### src/rtl/kbd_pkg.sv
// Shared scancode constants, FSM state encoding and event payload layout
// for the PS/2 key event queue.
package kbd_pkg;

    localparam logic [7:0] SC_E0     = 8'hE0;
    localparam logic [7:0] SC_E1     = 8'hE1;
    localparam logic [7:0] SC_F0     = 8'hF0;
    localparam logic [7:0] SC_LSHIFT = 8'h12;
    localparam logic [7:0] SC_RSHIFT = 8'h59;
    localparam logic [7:0] SC_CTRL   = 8'h14;
    localparam logic [7:0] SC_ALT    = 8'h11;
    localparam logic [7:0] SC_CAPS   = 8'h58;
    localparam logic [7:0] SC_BAT    = 8'hAA;
    localparam logic [7:0] SC_ACK    = 8'hFA;
    localparam logic [7:0] SC_ERR_LO = 8'h00;
    localparam logic [7:0] SC_ERR_HI = 8'hFF;

    localparam int unsigned EVT_W     = 14;
    localparam int unsigned EVT_BRK   = 8;
    localparam int unsigned EVT_EXT   = 9;
    localparam int unsigned EVT_SHIFT = 10;
    localparam int unsigned EVT_CTRL  = 11;
    localparam int unsigned EVT_ALT   = 12;
    localparam int unsigned EVT_CAPS  = 13;

    localparam int unsigned SKIP_LEN = 7;
    localparam int unsigned SKIP_W   = 3;
    localparam int unsigned KEY_W    = 9;

    typedef enum logic [2:0] {
        ST_IDLE,
        ST_EXT,
        ST_BRK,
        ST_EXT_BRK,
        ST_SKIP
    } kbd_state_t;

    // Field order matches the EVT_* bit offsets above.
    typedef struct packed {
        logic       caps;
        logic       alt;
        logic       ctrl;
        logic       shift;
        logic       ext;
        logic       brk;
        logic [7:0] code;
    } kbd_evt_t;

endpackage

### src/rtl/kbd_event_fifo.sv
// DEPTH x W synchronous FIFO with first-word-fall-through read port;
// pop_data reads as zero while empty.
module kbd_event_fifo #(
    parameter int unsigned DEPTH = 8,
    parameter int unsigned W     = 14
) (
    input  logic                       clk,
    input  logic                       rst,
    input  logic                       push,
    input  logic [W-1:0]               push_data,
    input  logic                       pop,
    output logic [W-1:0]               pop_data,
    output logic                       empty,
    output logic [$clog2(DEPTH):0]     count
);

    localparam int unsigned AW = $clog2(DEPTH);
    localparam int unsigned CW = AW + 1;

    logic [W-1:0]  mem [DEPTH];
    logic [AW-1:0] wr_ptr;
    logic [AW-1:0] rd_ptr;
    logic          full;
    logic          do_push;
    logic          do_pop;

    assign empty    = (count == '0);
    assign full     = (count == CW'(DEPTH));
    assign do_push  = push && !full;
    assign do_pop   = pop && !empty;
    assign pop_data = empty ? '0 : mem[rd_ptr];

    always_ff @(posedge clk) begin
        if (do_push) mem[wr_ptr] <= push_data;
    end

    // Power-of-two depth: pointers wrap by natural overflow.
    always_ff @(posedge clk or posedge rst) begin
        if (rst) begin
            wr_ptr <= '0;
            rd_ptr <= '0;
            count  <= '0;
        end else begin
            if (do_push) wr_ptr <= wr_ptr + AW'(1);
            if (do_pop)  rd_ptr <= rd_ptr + AW'(1);
            case ({do_push, do_pop})
                2'b10:   count <= count + CW'(1);
                2'b01:   count <= count - CW'(1);
                default: count <= count;
            endcase
        end
    end

endmodule

### src/rtl/ps2_key_event_queue.sv
// PS/2 set-2 scancode decoder with modifier tracking, held-key table and event FIFO.
// Optional KBD_REPEAT_FILTER_EN drops makes for keys already held.
module ps2_key_event_queue
    import kbd_pkg::*;
#(
    parameter int unsigned DEPTH    = 8,
    parameter int unsigned MAX_KEYS = 6
) (
    input  logic                          clk,
    input  logic                          rst,
    input  logic [7:0]                    kb_data,
    input  logic                          kb_ready,
    output logic                          kb_nextdata_n,
    output logic [EVT_W-1:0]              evt_data,
    output logic                          evt_valid,
    input  logic                          evt_ready,
    output logic                          shift,
    output logic                          ctrl,
    output logic                          alt,
    output logic                          caps,
    output logic [$clog2(MAX_KEYS+1)-1:0] held_cnt,
    output logic                          rollover_err
);

    localparam int unsigned CNT_W  = $clog2(MAX_KEYS + 1);
    localparam int unsigned IDX_W  = (MAX_KEYS > 1) ? $clog2(MAX_KEYS) : 1;
    localparam int unsigned FCNT_W = $clog2(DEPTH) + 1;

    kbd_state_t         state, state_n;
    logic [SKIP_W-1:0]  skip_cnt, skip_n;
    logic               holdoff;
    logic               consume;
    logic               do_make, do_brk, ev_ext, repeat_make, push;
    logic               lshift, rshift;
    logic               lshift_n, rshift_n, shift_n, ctrl_n, alt_n, caps_n;
    logic               held_valid [MAX_KEYS];
    logic [KEY_W-1:0]   held_key   [MAX_KEYS];
    logic [KEY_W-1:0]   key;
    logic               hit, free_found, insert, remove;
    logic [IDX_W-1:0]   hit_idx, free_idx;
    logic [CNT_W-1:0]   held_cnt_n;
    logic               err_n;
    logic               fifo_empty;
    logic [FCNT_W-1:0]  fifo_cnt;
    kbd_evt_t           evt;

    assign consume   = kb_ready && !holdoff && (fifo_cnt < FCNT_W'(DEPTH));
    assign evt_valid = !fifo_empty;

    // Byte handshake: one-cycle consume strobe plus one-cycle holdoff.
    always_ff @(posedge clk or posedge rst) begin
        if (rst) begin
            kb_nextdata_n <= 1'b1;
            holdoff       <= 1'b0;
        end else begin
            kb_nextdata_n <= !consume;
            holdoff       <= consume;
        end
    end

    always_ff @(posedge clk or posedge rst) begin
        if (rst) begin
            state    <= ST_IDLE;
            skip_cnt <= '0;
        end else begin
            state    <= state_n;
            skip_cnt <= skip_n;
        end
    end

    always_comb begin
        state_n = state;
        skip_n  = skip_cnt;
        do_make = 1'b0;
        do_brk  = 1'b0;
        ev_ext  = 1'b0;
        if (consume) begin
            case (state)
                ST_IDLE: begin
                    case (kb_data)
                        SC_E0: state_n = ST_EXT;
                        SC_F0: state_n = ST_BRK;
                        SC_E1: begin
                            state_n = ST_SKIP;
                            skip_n  = SKIP_W'(SKIP_LEN);
                        end
                        SC_BAT, SC_ACK, SC_ERR_LO, SC_ERR_HI: state_n = ST_IDLE;
                        default: do_make = 1'b1;
                    endcase
                end
                ST_EXT: begin
                    if (kb_data == SC_F0) begin
                        state_n = ST_EXT_BRK;
                    end else begin
                        do_make = 1'b1;
                        ev_ext  = 1'b1;
                        state_n = ST_IDLE;
                    end
                end
                ST_BRK: begin
                    do_brk  = 1'b1;
                    state_n = ST_IDLE;
                end
                ST_EXT_BRK: begin
                    do_brk  = 1'b1;
                    ev_ext  = 1'b1;
                    state_n = ST_IDLE;
                end
                ST_SKIP: begin
                    skip_n = skip_cnt - SKIP_W'(1);
                    if (skip_cnt == SKIP_W'(1)) state_n = ST_IDLE;
                end
                default: state_n = ST_IDLE;
            endcase
        end
    end

    // Held-table lookup: descending scan leaves the lowest matching/free slot.
    always_comb begin
        key        = {ev_ext, kb_data};
        hit        = 1'b0;
        hit_idx    = '0;
        free_found = 1'b0;
        free_idx   = '0;
        for (int i = MAX_KEYS - 1; i >= 0; i--) begin
            if (held_valid[i] && (held_key[i] == key)) begin
                hit     = 1'b1;
                hit_idx = IDX_W'(i);
            end
            if (!held_valid[i]) begin
                free_found = 1'b1;
                free_idx   = IDX_W'(i);
            end
        end
    end

`ifdef KBD_REPEAT_FILTER_EN
    assign repeat_make = do_make && hit;
`else
    assign repeat_make = 1'b0;
`endif

    assign insert = do_make && !hit && free_found;
    assign remove = do_brk && hit;
    assign push   = (do_make && !repeat_make) || do_brk;

    always_comb begin
        lshift_n   = lshift;
        rshift_n   = rshift;
        ctrl_n     = ctrl;
        alt_n      = alt;
        caps_n     = caps;
        held_cnt_n = held_cnt;
        if (do_make || do_brk) begin
            case (kb_data)
                SC_LSHIFT: lshift_n = do_make;
                SC_RSHIFT: rshift_n = do_make;
                SC_CTRL:   ctrl_n   = do_make;
                SC_ALT:    alt_n    = do_make;
                SC_CAPS:   if (do_make && !repeat_make) caps_n = !caps;
                default:   ;
            endcase
        end
        shift_n = lshift_n || rshift_n;
        if (insert) held_cnt_n = held_cnt + CNT_W'(1);
        if (remove) held_cnt_n = held_cnt - CNT_W'(1);
        err_n = rollover_err;
        if (do_make && !hit && !free_found) err_n = 1'b1;
        else if (held_cnt_n == '0)          err_n = 1'b0;
        evt = '{caps: caps_n, alt: alt_n, ctrl: ctrl_n, shift: shift_n,
                ext: ev_ext, brk: do_brk, code: kb_data};
    end

    always_ff @(posedge clk or posedge rst) begin
        if (rst) begin
            lshift       <= 1'b0;
            rshift       <= 1'b0;
            shift        <= 1'b0;
            ctrl         <= 1'b0;
            alt          <= 1'b0;
            caps         <= 1'b0;
            held_cnt     <= '0;
            rollover_err <= 1'b0;
            for (int i = 0; i < MAX_KEYS; i++) begin
                held_valid[i] <= 1'b0;
                held_key[i]   <= '0;
            end
        end else begin
            lshift       <= lshift_n;
            rshift       <= rshift_n;
            shift        <= shift_n;
            ctrl         <= ctrl_n;
            alt          <= alt_n;
            caps         <= caps_n;
            held_cnt     <= held_cnt_n;
            rollover_err <= err_n;
            if (insert) begin
                held_valid[free_idx] <= 1'b1;
                held_key[free_idx]   <= key;
            end
            if (remove) held_valid[hit_idx] <= 1'b0;
        end
    end

    kbd_event_fifo #(
        .DEPTH (DEPTH),
        .W     (EVT_W)
    ) u_fifo (
        .clk       (clk),
        .rst       (rst),
        .push      (push),
        .push_data (evt),
        .pop       (evt_valid && evt_ready),
        .pop_data  (evt_data),
        .empty     (fifo_empty),
        .count     (fifo_cnt)
    );

endmodule

### config.mk
export PLATFORM = sky130hd
export DESIGN_NAME = ps2_key_event_queue
export DESIGN_NICKNAME = d
export VERILOG_FILES = /design/src/rtl/kbd_pkg.sv /design/src/rtl/kbd_event_fifo.sv /design/src/rtl/ps2_key_event_queue.sv
export SDC_FILE = /design/constraint.sdc
export NUM_CORES = 1
export LEC_CHECK = 0
export CELL_PAD_IN_SITES_DETAIL_PLACEMENT = 0
export CELL_PAD_IN_SITES_GLOBAL_PLACEMENT = 1
export CORE_ASPECT_RATIO = 1.4
export CORE_MARGIN = 4
export CORE_UTILIZATION = 46
export CTS_CLUSTER_DIAMETER = 100
export DETAILED_ROUTE_END_ITERATION = 10
export PLACE_DENSITY = 0.75
export SLEW_MARGIN = 30
export SYNTH_ARGS = -nofsm -noshare
export SYNTH_HDL_FRONTEND = slang
export SYNTH_SLANG_ARGS = --single-unit
### constraint.sdc
create_clock -name clk -period 3.08 [get_ports clk]
set_input_delay 0.616 -clock clk [delete_from_list [all_inputs] [get_ports clk]]
set_output_delay 0.616 -clock clk [all_outputs]
set_load 0.02 [all_outputs]
==> reports/metrics.yaml, run 1 <==
critical_path:
  cp-end-kind: "flip-flop"
  cp-start-kind: "input pin"
  crit_type: "in2reg"
  cp.arrival_ns: 3.31
  crit_fanout: 19
  required_ns: 3.41
sta:
  setup_viol: 0
  skew_ns: 0.0123
  worstMarginPinSlew_ns: 0.764
  maxSlewHeadroom_pct: 48.8
  min_period_over_period_pct: 96.8
  fmax_mhz: 335
  slew_violations: 0
  hold_viol_final: 0
  period_needed_ns: 2.98
  hold_ws_ns: 0.396
logic_synthesis:
  syn_avg_cell_area_um2: 14.4
  synth_edf_count: 112
  syn_inst: 631
  synth-main-ff-cell: "edfxtp_1"
  synth_top_area_share_pct: 36.9
  yosysMostFrequentCell: "edfxtp_1"
  yosysTopAreaCell: "edfxtp_1"
  netlist_top_cells_count: "edfxtp_1, dfrtp_1, mux2_2, xnor2_1, nor2_1"
  syn-num-nets: 653
  synth_area_leaders: "edfxtp_1, dfrtp_1, mux4_2"
  seq_area_frac_synth_pct: 61.1
  ys_ff_latch: 200
  yosysUniqueCellTypes: 61
  ys_warn_count: 0
  synth.cell_area_mm2: 0.00910
  synth-async-reset-ratio_pct: 44.0
pwr:
  leakagePower_nw: 4.68
  p_sw_mw: 3.04
  seqPwrFrac_pct: 39.3
  internal_power_mw: 6.13
  p_comb_share_pct: 35.2
  sw_frac_of_total_pct: 33.1
  ir_drop_v: 0.000389
  power_density_mw_per_mm2: 810
  pwr-share-clk_pct: 25.5
global_routing:
  overflow: 0
  grt_pass1_vias: 6011
  grt_usage_pct: 18.8
  grt_pass1_wl_um: 32000
  grt_max_degree: 48
  antenna_found_initial: 0
floorplanning:
  die_w_um: 127
  dieHeight_um: 174
  row_count: 60
  initial_core_util_pct: 47.0
  io_pins: 36
  design.core.area_mm2: 0.0194
  die_area_mm2: 0.0221
clock_network:
  clockBufferDepth: 2
  cts_root_buf: "clkbuf_16"
  cts_made_buffers: 17
  htree_levels: 4
  cts.hold.buffers_added: 0
  tritoncts: "built"
  clk_pin_slew_worst_paths_ns: 0.08
  insertion_delay_ns: 0.45
  clkSinkCount: 200
run:
  max_cap_viol_count: 0
min_path:
  min_path_type: "in2reg"
detailed_routing:
  drc: 0
  avgViaCountPerCell: 5.50
  drt_wl_total_um: 19900
  vias: 5558
  detail_route.wl_per_cell_um: 19.7
  drtPass1Iterations: 4
  detail-route-antenna-nets: 0
  drt_iter0_drc: 367
final_layout:
  postLayoutCoreUtil_pct: 58.4
  n_fill_cell: 1496
  nets: 770
  drive_gt1_share_pct: 33.4
  fin_cells: 1010
  fin_area_mm2: 0.0113
  area_delta_synth_final_pct: 24.3
status:
  status: "finished clean"
placement:
  port_buffers: 35
  dpl_cell_area_mm2: 0.0104
  gp_congestion: 0.833
  dp.cells: 965
  dp_hpwl_um: 13400
## power groups by stage
stage	combinational (mW)	clock, mW	sequential [mW]
3_3_place_gp	3.08	0	3.63
3_5_place_dp	3.17	0	3.67
2_1_floorplan	2.07	0	3.60
6_report	3.23	2.34	3.61
4_1_cts	3.23	2.39	3.59
5_1_grt	3.52	2.49	3.66
## layout make-up
class | instances | area (um2) | area share [%]
multi-input cells | 375 | 3410 | 30.1
repair buffers | 132 | 1310 | 11.6
inverters | 22 | 85.1 | 0.752
diodes | 1 | 2.50 | 0.0221
well taps | 248 | 310 | 2.74
clock inverters | 15 | 203 | 1.79
clock buffers | 17 | 425 | 3.76
flip-flops and latches | 200 | 5570 | 49.2
## through the flow
| stage | worst slack [ns] | TNS (ns) | power (mW) |
|---|---|---|---|
| 3_3_place_gp | -0.740 | -79.69 | 6.71 |
| 2_1_floorplan | -0.0771 | -0.964 | 5.67 |
| 4_1_cts | -0.0483 | -0.0483 | 9.21 |
| 5_1_grt | -0.00536 | -0.00536 | 9.68 |
| 3_5_place_dp | -0.733 | -83.45 | 6.84 |
| 6_report | 0.0984 | 0 | 9.17 |
## registers in the layout, summed over array words and instances, names as in the netlist, 3 cells and up
register and count:
skip_cnt 3, held_valid 6, u_fifo.rd_ptr 3, u_fifo.count 4, held_key 54, state 3, held_cnt 3, u_fifo.wr_ptr 3
u_fifo.mem 112
## cells by family (layout without fill, tap and decap cells)
kind of cell,Yosys count,in the layout,synth area share [%]
and+or+nand+nor,149,149,8.67
xor gates and xnor gates,61,61,5.87
buffers and inverters,56,186,3.00
adders and majority gates,10,10,1.46
AOI/OAI and AO/OA,56,56,4.01
other,0,1,0
DFF,200,200,61.1
muxes,99,99,15.9
## final timing paths
path,startpoint,to,slack (ns),cells past startpoint
worst max-delay path,kb_data[4],held_key[17],0.1,12
worst min-delay path,kb_ready,kb_nextdata_n,0.40,2
worst max register to register,state[2],held_key[17],0.19,12
worst min register to register,held_cnt[2],held_cnt[2],0.49,1
max in group asynchronous,rst,held_key[12],1.83,3
min in group asynchronous,rst,u_fifo.rd_ptr[2],0.59,2
## layout by cell type (no fill, tap or decap), types with 8 or more instances in the layout
cell type / n
nand4_1: 8
clkbuf_16: 18
clkdlybuf4s50_1: 14
dlymetal6s2s_1: 13
mux2i_1: 16
nand3_1: 10
mux2_2: 46
nor2_1: 35
mux4_2: 28
ha_1: 8
buf_4: 77
xor2_1: 22
nor3_1: 9
edfxtp_1: 112
inv_1: 20
buf_12: 16
nand2_1: 34
mux2_4: 9
o21ai_0: 19
xnor2_1: 39
dfrtp_1: 86
a21oi_1: 13
## worst max-delay path, cell delays in order
cell	delay, ns
dlygate4sd2_1	0.35
buf_12	0.22
nor3_1	0.07
and3_1	0.22
nor4b_4	0.27
o21ai_2	0.11
buf_4	0.17
nand2b_1	0.18
or2_4	0.28
or3_4	0.34
buf_4	0.18
mux2_4	0.29
## per-layer routing
metal | wire length [um] | global-route usage (%)
met4 | 430 | 7.74
met1 | 7740 | 21.7
met5 | 0 | 0
met3 | 644 | 2.49
met2 | 11100 | 34.5
## what timing repair did
item / in CTS / in global routing
endpoints found under the setup margin: 79 / 49
pin swaps: 5 / 4
setup buffers: 7 / 3
gates resized for setup: 23 / 31
cloned: 1 / 1
No activity file was read; power rests on OpenSTA's default activity.
==> run 2: changes to the inputs <==
Settings changed: CELL_PAD_IN_SITES_DETAIL_PLACEMENT 0 to unset, CELL_PAD_IN_SITES_GLOBAL_PLACEMENT 1 to unset, CORE_UTILIZATION 46 to 50, PLACE_DENSITY 0.75 to 0.7.
==> run 2 against run 1 <==
Against the previous run: die area shrank 7.6%; sequential power about the same; first-iteration DRC count is 29% higher; critical endpoint is now evt_data[11]; largest cell class unchanged; largest power group unchanged.
==> reports/metrics.yaml, run 2 (synthesis gave the netlist of run 1 again) <==
status:
  status: "finished clean"
detailed_routing:
  vias: 5519  # -0.70%
  drt_iter0_drc: 473  # +29%
  drc: 0  # unchanged
  detail-route-antenna-nets: 0  # unchanged
  detail_route.wl_per_cell_um: 20.1  # +1.8%
  drtPass1Iterations: 4  # unchanged
  avgViaCountPerCell: 5.49  # -0.31%
  drt_wl_total_um: 20200  # +1.4%
critical_path:
  required_ns: 2.46  # -0.95 ns
  crit_fanout: 15  # -4
  cp.arrival_ns: 2.38  # -0.93 ns
  cp-start-kind: "flip-flop"
  cp-end-kind: "primary output"
  crit_type: "reg2out"
floorplanning:
  initial_core_util_pct: 50.8  # +3.8 points
  design.core.area_mm2: 0.0179  # -7.5%
  row_count: 58  # -3.3%
  die_area_mm2: 0.0205  # -7.6%
  io_pins: 36  # unchanged
  dieHeight_um: 168  # -3.9%
  die_w_um: 122  # -3.8%
placement:
  port_buffers: 35  # unchanged
  gp_congestion: 0.868  # +4.2%
  dp.cells: 966  # +0.10%
  place_ws_ns: -0.616  # +0.116 ns
  dpl_cell_area_mm2: 0.0105  # +0.61%
  dp_hpwl_um: 13700  # +1.8%
global_routing:
  antenna_found_initial: 1  # +1
  grt_usage_pct: 21.0  # +2.3 points
  overflow: 0  # unchanged
  grt_pass1_vias: 6013  # +0.033%
  grt_pass1_wl_um: 32500  # +1.5%
  grt_max_degree: 77  # +60%
final_layout:
  nets: 775  # +0.65%
  postLayoutCoreUtil_pct: 63.1  # +4.7 points
  n_fill_cell: 1321  # -12%
  final_common_cell: "edfxtp_1"
  drive_gt1_share_pct: 34.2  # +0.83 points
  area_delta_synth_final_pct: 24.3  # about the same
  diodes: 0  # -1
  largest-register: "u_fifo.mem"
  most-common-layout-cells: "edfxtp_1, dfrtp_1, buf_4, mux2_2, xnor2_1"
  fin_cells: 1006  # -0.40%
  top_regs: "u_fifo.mem (112), held_key (54), held_valid (6)"
  largest_reg_flops: 112  # unchanged
  fin_area_mm2: 0.0113  # about the same
min_path:
  min_path_type: "in2reg"
sta:
  fmax_mhz: 334  # -0.44%
  slew_violations: 0  # unchanged
  setup_viol: 0  # unchanged
  hold_ws_ns: 0.360  # -0.0367 ns
  skew_ns: 0.0118  # -0.000453 ns
  worstMarginPinSlew_ns: 0.583  # -0.182 ns
  maxSlewHeadroom_pct: 61.2  # +12 points
  finalSetupTns_ns: 0  # unchanged
  fin_ws_ns: 0.0851  # -0.0133 ns
  hold_viol_final: 0  # unchanged
  period_needed_ns: 2.99  # +0.0133 ns
  rsz0062_at_grt: "false"
  min_period_over_period_pct: 97.2  # +0.43 points
clock_network:
  tritoncts: "built"
  cts_root_buf: "clkbuf_16"
  htree_levels: 4  # unchanged
  clkSinkCount: 200  # unchanged
  clockBufferDepth: 2  # unchanged
  cts_made_buffers: 17  # unchanged
  insertion_delay_ns: 0.44  # about the same
  clk_pin_slew_worst_paths_ns: 0.07  # about the same
pwr:
  ir_drop_v: 0.000388  # -0.39%
  power.total_mw: 9.07  # -1.1%
  power_density_mw_per_mm2: 801  # -1.1%
  leakagePower_nw: 4.68  # about the same
run:
  max_cap_viol_count: 0  # unchanged
==> run 2: what timing repair did <==
| item | 4_1_cts | 5_1_grt |
|---|---|---|
| buffers inserted | 3 | 3 |
| hold buffers | 0 | 0 |
| gates cloned | 1 | 1 |
| setup endpoints to repair | 89 | 58 |
| pin swaps | 1 | 7 |
| gates resized for setup | 21 | 29 |
==> run 2: worst paths after layout <==
check,startpoint,to,slack [ns],cells after the start
hold reg to reg,lshift,lshift,0.51,2
max in group asynchronous,rst,held_key[11],1.97,3
hold / removal,kb_ready,kb_nextdata_n,0.36,2
setup reg to reg,state[1],held_key[35],0.14,12
setup / recovery,u_fifo.rd_ptr[0],evt_data[11],0.09,5
min in group asynchronous,rst,u_fifo.count[0],0.42,2
==> run 2: layout make-up <==
type,instances,area (um2),area share (%)
clock buffers,18,439,3.88
clock inverters,14,151,1.34
inverters,22,83.8,0.741
multi-input cells,376,3440,30.4
flip-flops and latches,200,5570,49.2
well taps,240,300,2.65
repair buffers,136,1330,11.7
==> run 2: metal layers <==
| metal | up-vias | routed length, um | global-route usage (%) |
|---|---|---|---|
| met5 | - | 0 | 0 |
| li1 | 2563 | - | - |
| met1 | 2780 | 7510 | 24.5 |
| met3 | 48 | 828 | 3.89 |
| met2 | 128 | 11100 | 37.3 |
| met4 | 0 | 817 | 9.55 |
==> run 2: worst max-delay path, cell delays in order, from the launching register on <==
cell             delay (ns)
dfrtp_2                0.48
buf_12                 0.21
mux4_2                 0.52
mux2i_1                0.14
nor2_1                 0.05
clkdlybuf4s50_1        0.54
==> run 2: power breakdown <==
group | leakage (nW) | switching [mW] | internal [mW]
Combinational | 2.26 | 1.55 | 1.67
Clock | 0.285 | 1.09 | 1.11
Sequential | 2.13 | 0.355 | 3.28
